`config.mk`:
```
export PLATFORM = sky130hd
export DESIGN_NAME = if_fetch_stage
export DESIGN_NICKNAME = d
export VERILOG_FILES = /design/src/rtl/mips_pkg.sv /design/src/rtl/if_skid_buf.sv /design/src/rtl/if_fetch_stage.sv
export SDC_FILE = /design/constraint.sdc
export NUM_CORES = 1
export LEC_CHECK = 0
export BUFFER_PORTS_ARGS = -buffer_cell sky130_fd_sc_hd__buf_2
export CAP_MARGIN = 20
export CORE_ASPECT_RATIO = 0.7
export CORE_MARGIN = 2
export CORE_UTILIZATION = 55
export CTS_CLUSTER_DIAMETER = 120
export DETAILED_ROUTE_END_ITERATION = 10
export PLACE_DENSITY = 0.86
export SETUP_SLACK_MARGIN = 0.02
export SLEW_MARGIN = 40
export SYNTH_ARGS = -nofsm -noshare
export SYNTH_HDL_FRONTEND = slang
export SYNTH_HIERARCHICAL = 1
export SYNTH_SLANG_ARGS = --single-unit
```
`constraint.sdc`:
```
create_clock -name CLK -period 2.3 [get_ports CLK]
set_input_delay 0.46 -clock CLK [delete_from_list [all_inputs] [get_ports CLK]]
set_output_delay 0.46 -clock CLK [all_outputs]
set_load 0.005 [all_outputs]
```
`src/rtl/mips_pkg.sv`:
```
// Shared constants and fetch-stage state encoding for the 32-bit MIPS core.
package mips_pkg;

  localparam logic [31:0] PC_INCR   = 32'd4;
  localparam logic [31:0] NOP_INSTR = 32'h0000_0000;

  typedef enum logic [1:0] {
    S_REQ   = 2'd0,
    S_HOLD  = 2'd1,
    S_DRAIN = 2'd2
  } fetch_state_e;

endpackage

```
`src/rtl/if_skid_buf.sv`:
```
// One-entry {instr, pcplus4} holding buffer for a fetch that IF/ID cannot take yet.
module if_skid_buf #(
  parameter int XLEN = 32
) (
  input  logic            CLK,
  input  logic            Reset,
  input  logic            load,
  input  logic            clear,
  input  logic [XLEN-1:0] d_instr,
  input  logic [XLEN-1:0] d_pcplus4,
  output logic            full,
  output logic [XLEN-1:0] q_instr,
  output logic [XLEN-1:0] q_pcplus4
);

  always_ff @(posedge CLK or negedge Reset) begin
    if (!Reset) begin
      full      <= 1'b0;
      q_instr   <= '0;
      q_pcplus4 <= '0;
    end else if (clear) begin
      full      <= 1'b0;
      q_instr   <= '0;
      q_pcplus4 <= '0;
    end else if (load) begin
      full      <= 1'b1;
      q_instr   <= d_instr;
      q_pcplus4 <= d_pcplus4;
    end
  end

endmodule

```
`src/rtl/if_fetch_stage.sv`:
```
// Instruction-fetch stage: imem handshake, PC write enable and IF/ID register.
//   state   | meaning
//   S_REQ   | request at PCResult outstanding; ack delivers to IF/ID or skid
//   S_HOLD  | skid holds a fetched word while decode stalls; no request
//   S_DRAIN | cancelled request still outstanding at drain_addr; ack data dropped
module if_fetch_stage
  import mips_pkg::*;
#(
  parameter int              XLEN      = 32,
  parameter logic [XLEN-1:0] PC_INCR   = mips_pkg::PC_INCR,
  parameter logic [XLEN-1:0] NOP_INSTR = mips_pkg::NOP_INSTR
) (
  input  logic            CLK,
  input  logic            Reset,
  input  logic [XLEN-1:0] PCResult,
  output logic            PC_w_en,
  output logic            imem_req,
  output logic [XLEN-1:0] imem_addr,
  input  logic            imem_ack,
  input  logic [XLEN-1:0] imem_rdata,
  input  logic            redirect,
  input  logic            id_stall,
  output logic [XLEN-1:0] IFID_Instr,
  output logic [XLEN-1:0] IFID_PCPlus4,
  output logic            IFID_Valid
);

  fetch_state_e    state, state_nxt;
  logic [XLEN-1:0] drain_addr;
  logic [XLEN-1:0] pc_plus;
  logic            accept;
  logic            req_raw, pc_w_raw;
  logic            ifid_load, ifid_from_skid;
  logic            skid_load, skid_clear, skid_full;
  logic            drain_load;
  logic [XLEN-1:0] skid_instr, skid_pcplus4;

  assign pc_plus = PCResult + PC_INCR;
  assign accept  = !IFID_Valid || !id_stall;

  if_skid_buf #(.XLEN(XLEN)) u_skid (
    .CLK       (CLK),
    .Reset     (Reset),
    .load      (skid_load),
    .clear     (skid_clear),
    .d_instr   (imem_rdata),
    .d_pcplus4 (pc_plus),
    .full      (skid_full),
    .q_instr   (skid_instr),
    .q_pcplus4 (skid_pcplus4)
  );

  always_ff @(posedge CLK or negedge Reset) begin
    if (!Reset) begin
      state      <= S_REQ;
      drain_addr <= '0;
    end else begin
      state <= state_nxt;
      if (drain_load) drain_addr <= PCResult;
    end
  end

  always_comb begin
    state_nxt      = state;
    req_raw        = 1'b0;
    imem_addr      = PCResult;
    pc_w_raw       = 1'b0;
    ifid_load      = 1'b0;
    ifid_from_skid = 1'b0;
    skid_load      = 1'b0;
    skid_clear     = 1'b0;
    drain_load     = 1'b0;
    case (state)
      S_REQ: begin
        req_raw = 1'b1;
        if (imem_ack) begin
          pc_w_raw = 1'b1;
          if (!redirect) begin
            if (accept) begin
              ifid_load = 1'b1;
            end else begin
              skid_load = 1'b1;
              state_nxt = S_HOLD;
            end
          end
        end else if (redirect) begin
          // The request cannot be withdrawn; remember its address until the ack.
          pc_w_raw   = 1'b1;
          drain_load = 1'b1;
          state_nxt  = S_DRAIN;
        end
      end
      S_HOLD: begin
        if (redirect) begin
          skid_clear = 1'b1;
          pc_w_raw   = 1'b1;
          state_nxt  = S_REQ;
        end else if (!id_stall) begin
          ifid_load      = 1'b1;
          ifid_from_skid = 1'b1;
          skid_clear     = 1'b1;
          state_nxt      = S_REQ;
        end
      end
      S_DRAIN: begin
        req_raw   = 1'b1;
        imem_addr = drain_addr;
        pc_w_raw  = redirect;
        if (imem_ack) state_nxt = S_REQ;
      end
      default: state_nxt = S_REQ;
    endcase
  end

  assign imem_req = req_raw  && Reset;
  assign PC_w_en  = pc_w_raw && Reset;

  always_ff @(posedge CLK or negedge Reset) begin
    if (!Reset) begin
      IFID_Instr   <= NOP_INSTR;
      IFID_PCPlus4 <= '0;
      IFID_Valid   <= 1'b0;
    end else if (redirect) begin
      IFID_Instr <= NOP_INSTR;
      IFID_Valid <= 1'b0;
    end else if (ifid_load) begin
      IFID_Instr   <= ifid_from_skid ? skid_instr   : imem_rdata;
      IFID_PCPlus4 <= ifid_from_skid ? skid_pcplus4 : pc_plus;
      IFID_Valid   <= 1'b1;
    end else if (IFID_Valid && !id_stall) begin
      IFID_Instr <= NOP_INSTR;
      IFID_Valid <= 1'b0;
    end
  end

  // skid_full is implied by state == S_HOLD; kept for visibility in waveforms.
  logic unused_skid_full;
  assign unused_skid_full = skid_full;

endmodule

```
After elaboration in Yosys (flattened, before gate mapping)
Cells that the tools add are included.
Operators by class
  multiplexer cells: 40
  equal/unequal tests: 7
  reductions and logical operators: 12
  add/sub/neg operators: 1
  bitwise gates (word level): 1
Operator list (number)
  32-bit two-way mux: 10
  32-bit by 3-bit adder with 32-bit output (second input constant): 1
  1-bit two-way mux: 20
  2-bit two-way mux: 7
  3-bit != test (second input constant): 4
  2-bit one-hot mux with 3 select lines: 1
  5-bit AND reduction: 1
  1-bit logical AND: 3
  1-bit one-hot mux with 3 select lines: 1
  3-bit nonzero test: 1
  2-bit by 1-bit == test with 1-bit output (second input constant): 1
  2-bit == test (second input constant): 1
  1-bit logical NOT: 2
  2-bit logical NOT: 1
  2-bit != test (second input constant): 1
  1-bit one-hot mux with 2 select lines: 1
  2-bit AND reduction: 1
  2-bit nonzero test: 1
  2-bit OR reduction: 1
  1-bit logical OR: 1
  1-bit inverter: 1
Word-level totals
  logic and storage cells: 68
  output and inout port bits: 99
  register bits after elaboration: 163

Longest topological paths before layout
  depth after elaboration: 8
  depth in mapped cells: 9

By module
The synthesis kept the hierarchy.
By module, submodules not included
  if_fetch_stage: instances 1, cells each 512, area each 5421.4 sq um
  if_skid_buf: instances 1, cells each 209, area each 2636.3 sq um

Worst setup path before layout
Ideal clock, no wire load.
  path kind: flip-flop to output port
  start: reg state[0]
  end: out imem_addr[30]
  data required time: 1840 ps
  cell stages (with the launch flop): 6
  arrival time: 1623 ps
  slack: 217 ps
  cells stage by stage: dfrtp_1 -> inv_1 -> ha_1 -> clkbuf_1 -> clkbuf_1 -> mux2_2
Between the ends
  longest elaborated chain between the ends: 2
RTL lines
  start: declaration: RTL line if_fetch_stage.sv:28  | fetch_state_e state, state_nxt;
  start signal: assignment: RTL line if_fetch_stage.sv:58  | state <= state_nxt;
  2-bit == test: RTL line if_fetch_stage.sv:73  | case (state)
  32-bit two-way mux: RTL line if_fetch_stage.sv:73
  end: declaration: RTL line if_fetch_stage.sv:18  | output logic [XLEN-1:0] imem_addr,
Every way passes these cells.

Worst setup path after layout
  start: reg state[0]
  end: out imem_addr[19]
Same word-level chain as after synthesis.

==> impl_metrics.env <==
export IMPL_cts_sinks=163
export IMPL_ant_nets=0
export IMPL_total_leakage_power_nw=4.56
export IMPL_hp_class="input pin to asynchronous set/reset pin"
export IMPL_ys_warn_count=6
export IMPL_initial_utilization_pct=56.9
export IMPL_track_usage_pct=26.4
export IMPL_htree_levels=4
export IMPL_via_count=6415
export IMPL_syn_inst=718
export IMPL_r2r_end="IFID_PCPlus4[28]"
export IMPL_detail_route_iter0_violations=458
export IMPL_hold_viol_final=0
export IMPL_numCtsBuffers=17
export IMPL_status="complete, no violations"
export IMPL_fin_tns_setup_ns=0
export IMPL_postLayoutCoreUtil_pct=70.1
export IMPL_fin_crit_ns=2.28
export IMPL_timing_max_cap_violations=0
export IMPL_die_area_um2=15600
export IMPL_whs_ns=0.118
export IMPL_syn_avg_cell_area_um2=11.2
export IMPL_cp_endpoint="imem_addr[19]"
export IMPL_via_per_inst=5.90
export IMPL_routed_wl_um=20700
export IMPL_rsz0062_at_grt="true"
export IMPL_setup_viol=0
export IMPL_grt_pass1_vias=6157
export IMPL_critPathLaunchType="register"
export IMPL_clk_insertion_delay_late_ns=0.42
export IMPL_fin_nets=959
export IMPL_preCtsSetupSlack_ns=0.264
export IMPL_cp_end_kind="output pin"
export IMPL_cp_max_fo=5
export IMPL_post_dp_hpwl_um=13000
export IMPL_drive_above_1_share_pct=36.2
export IMPL_slew_headroom_pct=54.1
export IMPL_worst_pin_slew_ns=0.689
export IMPL_ios=168
export IMPL_core_area_um2=14100
export IMPL_antenna_cells=0
export IMPL_arrival_ns=1.82
export IMPL_crit_type="register to output pin"
export IMPL_period_share_pct=99.1
export IMPL_r2r_start="state[0]"
export IMPL_reg2reg_slack_ns=0.22
export IMPL_power_total_w=0.0107
export IMPL_cts_tree="done"
export IMPL_p_per_area_nw_per_um2=1080
export IMPL_area_growth_pct=23.2
export IMPL_syn_area_um2=8030
export IMPL_cts_root_buf="clkbuf_16"
export IMPL_drt_first_pass_iters=5
export IMPL_antenna_found_initial=0
export IMPL_port_buffers=167
export IMPL_wl_per_cell_um=19.0
export IMPL_grt_pass1_wl_um=32600
export IMPL_syn_nets=792
export IMPL_die_h_um=105
export IMPL_crit_start="state[0]"
export IMPL_fmax_ghz=0.439
export IMPL_grt_max_degree=130
export IMPL_fp_row_count=36
export IMPL_clk_path_buf_depth=2
export IMPL_fin_skew_ns=0.0118
export IMPL_vdd_drop_max_uv=661
export IMPL_reg2reg_depth=9
export IMPL_critPathRequiredTime_ns=1.84
export IMPL_gp_congestion=0.830
export IMPL_path_clk_slew_ns=0.07
export IMPL_ctsHoldBuffers=0
export IMPL_setup_ws_ns=0.0212
export IMPL_dieWidth_um=148
export IMPL_drc=0
export IMPL_slew_viol_final=0
export IMPL_overflow=0
-- critical path: stages (launching register included) --
cell and delay, ns:
dfrtp_1 0.40, inv_2 0.08, ha_4 0.25, clkbuf_16 0.21
mux2_2 0.33, buf_2 0.13
-- worst min-delay path by stage --
stage | startpoint | endpoint | slack, ns | cells after the start
floorplan | Reset | IFID_Instr[0] | 0.16 | 0
global placement | IFID_PCPlus4[4] | IFID_PCPlus4[4] | 0.46 | 2
detailed placement | IFID_PCPlus4[4] | IFID_PCPlus4[4] | 0.46 | 2
CTS | Reset | state[0] | 0.12 | 2
global route | Reset | state[0] | 0.14 | 2
finish | Reset | state[0] | 0.12 | 2
-- per-layer routing --
metal / wire length, um / track usage, % / up-vias
li1: - / - / 2916
met1: 9550 / 39.7 / 3195
met2: 9210 / 40.2 / 277
met3: 1680 / 4.89 / 27
met4: 257 / 5.85 / 0
met5: 0 / 0 / -
-- power breakdown --
part / switching, W / internal (W) / total, W
combinational: 0.00180 / 0.00177 / 0.00357
sequential: 0.000548 / 0.00380 / 0.00435
clock: 0.00128 / 0.00147 / 0.00275
-- cell type report --
type | count | area (um^2)
Multi-Input combinational cell | 493 | 3690
Fill cell | 1057 | 4210
Clock buffer | 18 | 439
Sequential cell | 163 | 4080
Tap cell | 190 | 238
Inverter | 9 | 33.8
Clock inverter | 14 | 131
Timing Repair Buffer | 201 | 1270
-- layout by cell type (no fill, tap or decap), types with 6 or more instances in the layout --
| cell | n |
|---|---|
| xor2_1 | 6 |
| nor2_1 | 71 |
| inv_6 | 8 |
| clkbuf_16 | 19 |
| mux2_2 | 56 |
| buf_2 | 166 |
| o221a_2 | 7 |
| inv_1 | 8 |
| nand2_1 | 41 |
| nand3_1 | 13 |
| nor3_1 | 6 |
| dfrtp_1 | 162 |
| o21ai_0 | 61 |
| buf_4 | 21 |
| a21oi_1 | 7 |
| mux2i_1 | 67 |
| xnor2_2 | 7 |
| o2bb2ai_1 | 32 |
| o22ai_1 | 6 |
| nand4_1 | 8 |
| xnor2_1 | 15 |
| or3_1 | 39 |
| buf_12 | 9 |
| a2bb2oi_1 | 8 |
-- per-stage QoR --
stage,cells,cell area (um^2)
after floorplan,718,8030
after global placement,1048,9170
after detailed placement,1048,9170
after CTS,1082,9780
after global routing,1088,9890
final,1088,9890
-- registers in the layout, indices dropped and copies added (netlist names) --
signal and flops:
IFID_Instr 32, IFID_PCPlus4 32, IFID_Valid 1, u_skid/q_pcplus4 32
u_skid/q_instr 32, drain_addr 32, state 2
-- what timing repair did --
| item | in CTS | in global routing |
|---|---|---|
| setup buffers | 1 | 3 |
| setup endpoints to repair | 29 | 21 |
| gates cloned | 1 | 3 |
| pin swaps | 0 | 1 |
| gates resized for setup | 3 | 3 |
Note: power is estimated with default switching activity, not from simulation.
